### src/rtl/fifo_c.sv
//==============================================================================
// Module      : fifo_c
// Description : 8-deep synchronous lane FIFO ahead of the 2:1 stream mux.
//               Optional almost_full/almost_empty decode: FIFO_C_ALMOST_FLAGS_EN
// Revision    : 1.0  initial release
//==============================================================================
`default_nettype none

module fifo_c #(
  parameter int unsigned DATA_WIDTH = 8,
  parameter int unsigned ADDR_WIDTH = 3,
  parameter int unsigned AFULL_TH   = 6,
  parameter int unsigned AEMPTY_TH  = 2
) (
  input  logic                  clk,
  input  logic                  reset_L,
  input  logic [DATA_WIDTH-1:0] data_in,
  input  logic                  push,
  input  logic                  pop,
  output logic [DATA_WIDTH-1:0] data_out,
  output logic                  valid_out,
  output logic                  full,
  output logic                  empty,
  output logic                  almost_full,
  output logic                  almost_empty,
  output logic                  error
);

  localparam int unsigned           c_DEPTH     = 1 << ADDR_WIDTH;
  localparam logic [ADDR_WIDTH:0]   c_DEPTH_CNT = (ADDR_WIDTH+1)'(c_DEPTH);

  logic [DATA_WIDTH-1:0] r_mem [0:c_DEPTH-1];
  logic [ADDR_WIDTH-1:0] r_wr_ptr;
  logic [ADDR_WIDTH-1:0] r_rd_ptr;
  logic [ADDR_WIDTH:0]   r_count;

  logic w_pop_acc;
  logic w_push_acc;
  logic w_err_evt;

  // Thresholds beyond the depth would make the almost flags meaningless.
  if ((AFULL_TH > c_DEPTH) || (AEMPTY_TH > c_DEPTH)) begin : g_th_check
    $error("fifo_c: almost thresholds exceed FIFO depth");
  end

  assign full  = (r_count == c_DEPTH_CNT);
  assign empty = (r_count == '0);

  // A pop frees a slot in the same edge, so a push into a full FIFO is
  // still accepted when paired with a pop.
  assign w_pop_acc  = pop && !empty;
  assign w_push_acc = push && (!full || w_pop_acc);
  assign w_err_evt  = (push && !w_push_acc) || (pop && empty);

  always_ff @(posedge clk) begin
    if (w_push_acc) begin
      r_mem[r_wr_ptr] <= data_in;
    end
  end

  always_ff @(posedge clk or negedge reset_L) begin
    if (!reset_L) begin
      r_wr_ptr  <= '0;
      r_rd_ptr  <= '0;
      r_count   <= '0;
      data_out  <= '0;
      valid_out <= 1'b0;
      error     <= 1'b0;
    end else begin
      if (w_push_acc) begin
        r_wr_ptr <= r_wr_ptr + ADDR_WIDTH'(1);
      end

      if (w_pop_acc) begin
        r_rd_ptr  <= r_rd_ptr + ADDR_WIDTH'(1);
        data_out  <= r_mem[r_rd_ptr];
        valid_out <= 1'b1;
      end else begin
        data_out  <= '0;
        valid_out <= 1'b0;
      end

      if (w_push_acc && !w_pop_acc) begin
        r_count <= r_count + (ADDR_WIDTH+1)'(1);
      end else if (w_pop_acc && !w_push_acc) begin
        r_count <= r_count - (ADDR_WIDTH+1)'(1);
      end

      if (w_err_evt) begin
        error <= 1'b1;
      end
    end
  end

`ifdef FIFO_C_ALMOST_FLAGS_EN
  assign almost_full  = (r_count >= (ADDR_WIDTH+1)'(AFULL_TH));
  assign almost_empty = (r_count <= (ADDR_WIDTH+1)'(AEMPTY_TH));
`else
  assign almost_full  = 1'b0;
  assign almost_empty = 1'b0;
`endif

endmodule

`default_nettype wire

### config.mk
export PLATFORM = sky130hd
export DESIGN_NAME = fifo_c
export DESIGN_NICKNAME = d
export VERILOG_FILES = /design/src/rtl/fifo_c.sv
export SDC_FILE = /design/constraint.sdc
export NUM_CORES = 1
export LEC_CHECK = 0
export CORE_UTILIZATION = 50
export CTS_BUF_LIST = sky130_fd_sc_hd__clkbuf_8
export DETAILED_ROUTE_END_ITERATION = 10
export PLACE_DENSITY = 0.74
export SKIP_CTS_REPAIR_TIMING = 1
export SLEW_MARGIN = 20
export SYNTH_ARGS = -nofsm -noshare
export SYNTH_HDL_FRONTEND = slang
export SYNTH_SLANG_ARGS = --single-unit
export TNS_END_PERCENT = 20
### constraint.sdc
create_clock -name clk -period 2.7 [get_ports clk]
set_input_delay 0.27 -clock clk [delete_from_list [all_inputs] [get_ports clk]]
set_output_delay 0.27 -clock clk [all_outputs]
set_load 0.005 [all_outputs]
==> metrics.md, run 1 <==
| Metric | Value |
|---|---|
| Outcome | `finished, violations left` |
| Failing checks | `design-rule violations` |
| Reg clk slew, reported paths | `0.08 ns` |
| Worst path required time | `2.92 ns` |
| Io pins | `26` |
| Period Utilization, post-route | `0.951` |
| WS Path Type | `flop to flop` |
| Async set-reset flop share out of synthesis | `0.238` |
| Vias | `1748` |
| Max cap viols | `0` |
| Synth cell types | `36` |
| R2R depth | `9` |
| Cells after synthesis | `179` |
| Leak | `1.37 nW` |
| Pwr Density | `a little over 1000 nW/µm²` |
| Dominant synthesized flop cell | `edfxtp_1` |
| Core footprint | `6420 µm²` |
| Final setup fails | `0` |
| Port buffer count | `23` |
| Hold Path Class | `input pin to asynchronous set/reset pin` |
| Critical Path Sink | `r_count[3]` |
| Worst Tran Pin Value | `0.926 ns` |
| DRT Pass-1 Iters | `7` |
| First-pass GRT wire length | `9590 µm` |
| Startpoint Class | `flop` |
| DP Wirelength | `3730 µm` |
| Post-synth top cells | `edfxtp_1 (64), dfrtp_1 (20), mux4_2 (16)` |
| Yosys top cell by area | `edfxtp_1` |
| WL/cell | `19.8 µm` |
| Total gr overflow | `0` |
| Max Buffers Root-to-Sink | `2` |
| RSZ-0062 raised after global routing | `no` |
| Register bit total from synthesis | `84` |
| Die width | `approximately 84 µm` |
| Initial DRC Count | `between 150 and 200` |
| Root Driver | `clkbuf_8` |
| VDD IR max | `603 µV` |
| Post-Syn Area | `approximately 3400 µm²` |
| Vias in the first global route | `1817` |
| Die footprint | `7040 µm²` |
| Clock Latency Late Sink | `0.35 ns` |
| RR Endpoint | `r_count[3]` |
| Register area share after synthesis | `0.722` |
| Hold WS | `0.439 ns` |
| Slew Limit Fails | `0` |
| TritonCTS buffer count | `9` |
| CTS tree | `yes` |
| Vias per inst | `approximately 6` |
| WL final | `5940 µm` |
| Num Clock Sinks | `between 80 and 90` |
| Layout Nets | `236` |
| Origin of the worst setup path | `r_count[1]` |
| Skew final | `~0.0067 ns` |
| Post-synth EDFFs | `64` |
| Antenna diode count | `0` |
| Top cells by area, synth | `edfxtp_1 (57%), dfrtp_1 (15%), mux4_2 (11%), a22o_1 (2.1%), ha_1 (1.9%)` |
| Initial Util | `0.523` |
| GPL Wtd Cong | `0.771` |
| Peak fanout along the critical path | `6` |
| Synth top area share | `0.573` |
| Largest net degree at the start of global routing | `21` |
| FF-to-FF Start | `r_count[1]` |
| Share of cells above drive strength 1 | `0.242` |
| Initial antenna violation count | `0` |
| DRC violations left | `6` |
| Avg Cell Area, Syn | `around 19 µm²` |
| Post-route ant nets | `0` |
| Syn. warnings | `0` |
| Min Clock Period, post-route | `2.57 ns` |
| CP Capture Type | `flop` |
| Core Rows | `29` |
| FF-to-FF setup slack | `0.13 ns` |
| GRT Total Usage | `0.189` |
| Hold Fails Final Rpt | `0` |
| FMAX | `390 MHz` |
| TNS Setup | `0 ns` |
| H-tree depth | `3` |
| Max transition margin | `0.381` |
| Most common cell in the netlist | `edfxtp_1` |
| Area delta synth->final | `16.9%` |
| Die height | `between 80 and 90 µm` |
| Critical Path AT | `2.79 ns` |
==> worst max-delay path, stage by stage, from the launching register on <==
cell and delay [ns]:
dfrtp_2 0.46, or3_4 0.42, o21ai_2 0.16, inv_1 0.06
ha_2 0.21, inv_1 0.15, ha_1 0.27, or4_1 0.51
o211ai_1 0.10, o211ai_1 0.10
==> layout by cell type (no fill, tap or decap), types with 2 or more instances in the layout <==
cell type        Yosys  layout
nor3_1               6       6
ha_1                 5       4
edfxtp_1            64      64
mux2i_1              2       2
xnor2_1              6       6
nor2_1               4       4
buf_4                3      13
o211ai_1             4       4
dfrtp_1             20      19
a21oi_1              2       2
clkdlybuf4s50_1      0      23
clkbuf_8             0       9
nand2b_1             3       3
nand2_1              8       8
mux2_2               2       2
clkinvlp_4           0       3
nand3_1              2       2
a22o_1               8       8
conb_1               1       2
mux4_2              16      16
inv_1                2       2
==> worst min-delay path by stage <==
stage                 start           to  slack (ns)  depth (start not counted)
floorplan           reset_L  data_out[0]       -0.03                          0
global placement      error        error        0.44                          1
detailed placement    error        error        0.46                          1
CTS                 reset_L  data_out[5]        0.47                          1
global route        reset_L  data_out[5]        0.50                          1
finish              reset_L   r_count[3]        0.44                          1
==> final cells by class <==
| class | instances | area (µm²) |
|---|---|---|
| fill | 454 | 2500 |
| inverter | 3 | 11.3 |
| sequential | 84 | 2420 |
| timing repair buffer | 36 | 328 |
| tap | 77 | 96.3 |
| clock inverter | 7 | 75.1 |
| multi-input combinational | 84 | 866 |
| clock buffer | 9 | 124 |
==> cell families after synthesis <==
family / synth area share
compound gates: 0.0459
xor+xnor: 0.0157
fa+ha+maj: 0.0246
buf+inv: 0.0220
flops: 0.722
mux: 0.120
other cells: 0.00112
simple gates: 0.0489
==> metal layers <==
metal | vias up | part of all wire | track usage
li1 | 785 | - | -
met1 | 919 | 0.42 | 0.241
met2 | 35 | 0.53 | 0.317
met3 | 9 | 0.028 | 0.0356
met4 | 0 | 0.014 | 0.0815
met5 | - | 0 | 0
==> power breakdown <==
group	switching [W]	internal, W	total (W)
registers	0.000187	0.00167	0.00186
logic	0.000562	0.000675	0.00124
clock network	0.000448	0.000430	0.000878
==> registers in the layout, summed over array words and instances, names as in the netlist <==
signal,cells
r_mem,64
data_out,8
r_count,4
r_rd_ptr,3
r_wr_ptr,3
error,1
valid_out,1
==> metrics by stage <==
stage / std cells / setup slack (ns) / power [W] / utilization / cell area (µm²)
3_3_place_gp: 284 / 0.138 / 0.00305 / 0.579 / 3720
5_1_grt: 300 / 0.00519 / 0.00421 / 0.611 / 3920
2_1_floorplan: 180 / 0.0584 / 0.00270 / - / 3360
3_5_place_dp: 284 / 0.000967 / 0.00313 / 0.579 / 3720
4_1_cts: 300 / 0.0503 / 0.00401 / 0.610 / 3920
6_report: 300 / 0.133 / 0.00398 / 0.611 / 3920
Note: power is estimated with default switching activity, not from simulation.
==> inputs of run 2 (changes only) <==
- ABC_AREA: not set -> 1
- GPL_TIMING_DRIVEN: not set -> 0
- HOLD_SLACK_MARGIN: not set -> 0.15
- PLACE_DENSITY: 0.74 -> 0.73
==> metrics.md, run 2 <==
| Metric | Value |
|---|---|
| Outcome | `finished, final reports clean` |
| Final setup fails | `0 (unchanged)` |
| Period Utilization, post-route | `0.843 (-0.108)` |
| Initial antenna violation count | `0 (unchanged)` |
| TritonCTS buffer count | `9 (unchanged)` |
| Post-Syn Area | `3810 µm² (+14%)` |
| Slew Limit Fails | `0 (unchanged)` |
| RSZ-0062 raised after global routing | `no` |
| Die width | `89.3 µm (+6.4%)` |
| Worst Tran Pin Value | `0.926 ns (+0.000515 ns)` |
| GRT Total Usage | `0.211 (+0.0227)` |
| Max cap viols | `0 (unchanged)` |
| P_sw | `0.00159 W (+32%)` |
| Largest net degree at the start of global routing | `21 (unchanged)` |
| Io pins | `26 (unchanged)` |
| Die footprint | `7980 µm² (+13%)` |
| Finished Layout Cells | `521 (+74%)` |
| Vias per inst | `4.90 (-16%)` |
| Cells after synthesis | `381 (+110%)` |
| Yosys top cell by area | `edfxtp_1` |
| Leak | `2.01 nW (+47%)` |
| CP Capture Type | `flop` |
| Fillers | `593 (+31%)` |
| Slowest cell on the critical path | `dfrtp_1` |
| Post-synth top cells | `nand2_1 (109), inv_1 (76), edfxtp_1 (64)` |
| Num Clock Sinks | `84 (unchanged)` |
| Buffer and inverter count on the worst path | `2 (unchanged)` |
| Clock Latency Late Sink | `0.37 ns (+0.02 ns)` |
| Hold Fails Final Rpt | `0 (unchanged)` |
| Share of cells above drive strength 1 | `0.121 (-0.121)` |
| Core footprint | `7330 µm² (+14%)` |
| FMAX | `439 MHz (+13%)` |
| Switching portion of total power | `0.368 (+0.0667)` |
| H-tree depth | `3 (unchanged)` |
| WL/cell | `14.6 µm (-26%)` |
| Dominant synthesized flop cell | `edfxtp_1` |
| TNS Setup | `0 ns (unchanged)` |
| VDD IR max | `418 µV (-31%)` |
| Min Clock Period, post-route | `2.28 ns (-0.291 ns)` |
| Initial DRC Count | `146 (-8.8%)` |
| Hold Path Class | `input pin to asynchronous set/reset pin` |
| Root Driver | `clkbuf_8` |
| Max Buffers Root-to-Sink | `2 (unchanged)` |
| Combinational power share | `0.386 (+0.075)` |
| WS Path Type | `flop to flop` |
| Power share of the clock group | `0.205 (-0.016)` |
| DRT Pass-1 Iters | `4 (-3)` |
| Synth cell types | `27 (-25%)` |
| Top cells by area, synth | `edfxtp_1 (50%), dfrtp_1 (13%), nand2_1 (11%), inv_1 (7.5%), nand3_1 (5.4%)` |
| First-pass GRT wire length | `11700 µm (+22%)` |
| Vias in the first global route | `2357 (+30%)` |
| Port buffer count | `23 (unchanged)` |
| Cell family with most CP delay | `simple AND/OR/NAND/NOR gates` |
| Max transition margin | `0.381 (about the same)` |
| Max FFs per register | `64 (unchanged)` |
| Async set-reset flop share out of synthesis | `0.238 (unchanged)` |
| Register bit total from synthesis | `84 (unchanged)` |
| CP most frequent cell | `nand2_1` |
| Syn. warnings | `0 (unchanged)` |
| Antenna diode count | `0 (unchanged)` |
| DRC violations left | `0 (-6)` |
| Sequential power share | `0.410 (-0.058)` |
| Layout Nets | `435 (+84%)` |
| Core Rows | `31 (+6.9%)` |
| Vias | `2555 (+46%)` |
| Skew final | `0.00672 ns (-0.0000188 ns)` |
| Reg with most FFs | `r_mem` |
| Critical Path AT | `2.54 ns (-0.25 ns)` |
| Critical-path cell list | `nor2_2, nand4_1, nand2_2, inv_1, ha_1, inv_1, ha_1, or2_2, nand3_1, nand2_1, nand2_1, nand2_1` |
| Synth top area share | `0.504 (-0.0686)` |
| Pwr Density | `978 nW/µm² (-3.5%)` |
| Initial Util | `0.520 (-0.00245)` |
| P_int | `0.00273 W (-1.9%)` |
| Total gr overflow | `0 (unchanged)` |
| CTS tree | `yes` |
| Area delta synth->final | `15.7%` |
| Most common library cell in the layout ignoring fill and taps | `nand2_1` |
| Die height | `89.3 µm (+6.4%)` |
| Worst path required time | `2.97 ns (+0.05 ns)` |
| Avg Cell Area, Syn | `10.0 µm² (-47%)` |
| WL final | `7610 µm (+28%)` |
| Register area share after synthesis | `0.635 (-0.0865)` |
| Most frequent cells in the layout | `nand2_1 (109), inv_1 (76), edfxtp_1 (64)` |
| Post-synth EDFFs | `64 (unchanged)` |
| Hold WS | `0.417 ns (-0.0227 ns)` |
| Top flop regs | `r_mem (64), data_out (8), r_count (4)` |
| Reg clk slew, reported paths | `0.08 ns (about the same)` |
| Peak fanout along the critical path | `5 (-1)` |
| Util after Layout | `0.601 (-0.00948)` |
| Startpoint Class | `flop` |
| FF-to-FF setup slack | `0.42 ns (+0.29 ns)` |
| GPL Wtd Cong | `0.837 (+8.6%)` |
| Most common cell in the netlist | `nand2_1` |
| Crit path largest cell delay | `0.45 ns (-0.06 ns)` |
| DP Wirelength | `5010 µm (+34%)` |
| Post-route ant nets | `0 (unchanged)` |
| Placed Instances | `505 (+78%)` |
==> run 2: changes by cell type after synthesis, moves of 3 or more <==
| cell | change |
|---|---|
| nand2b_1 | -3 |
| o211ai_1 | -4 |
| a22o_1 | -8 |
| mux4_2 | -16 |
| inv_1 | +74 |
| nor2_1 | +15 |
| nand2_1 | +101 |
| nand3_1 | +39 |
| buf_6 | +5 |
==> run 2: power groups by stage <==
stage	logic, W	registers, W	clock network, W
2_1_floorplan	0.00113	0.00177	0
3_3_place_gp	0.00157	0.00178	0
3_5_place_dp	0.00165	0.00180	0
4_1_cts	0.00167	0.00177	0.000882
5_1_grt	0.00186	0.00179	0.000938
6_report	0.00166	0.00177	0.000882
==> run 2: path summary, 6_finish.rpt <==
check	end	from	cells past startpoint
max	r_count[3]	r_count[1]	12
min	data_out[2]	reset_L	1
max reg2reg	r_count[3]	r_count[1]	12
min reg2reg	error	error	2
max in group asynchronous	data_out[7]	reset_L	1
min in group clk	error	error	2
==> run 2: final cells by class <==
cell class | instances | area [µm²] | area share
Inverter | 80 | 305 | 0.0692
Multi-Input combinational cell | 202 | 982 | 0.223
Clock buffer | 9 | 124 | 0.0281
Buffer | 16 | 146 | 0.0332
Tap cell | 99 | 124 | 0.0281
Timing Repair Buffer | 24 | 238 | 0.0539
Clock inverter | 7 | 67.6 | 0.0153
Sequential cell | 84 | 2420 | 0.549
==> run 2: cells by family (layout without fill, tap and decap cells) <==
family                     after synthesis  after routing  synth area share
and+or+nand+nor                        185            185             0.206
buffers and inverters                   96            136             0.118
DFF                                     84             84             0.635
adders and majority gates                6              6            0.0217
xor gates and xnor gates                 5              5            0.0115
AOI/OAI and AO/OA                        4              4           0.00623
other                                    1              2          0.000984
==> run 2: metal layers <==
layer  GRT usage  routed length (µm)
met3      0.0443                 522
met2       0.348                3840
met5           0                   0
met4       0.102                 108
met1       0.268                3140
==> run 2: stage by stage <==
stage	power (W)	instance area (µm²)	setup WS (ns)
global placement	0.00336	4170	-0.124
detailed placement	0.00345	4220	0.208
floorplan	0.00291	3820	0.672
finish	0.00431	4410	0.424
global route	0.00459	4410	0.230
CTS	0.00432	4410	0.418
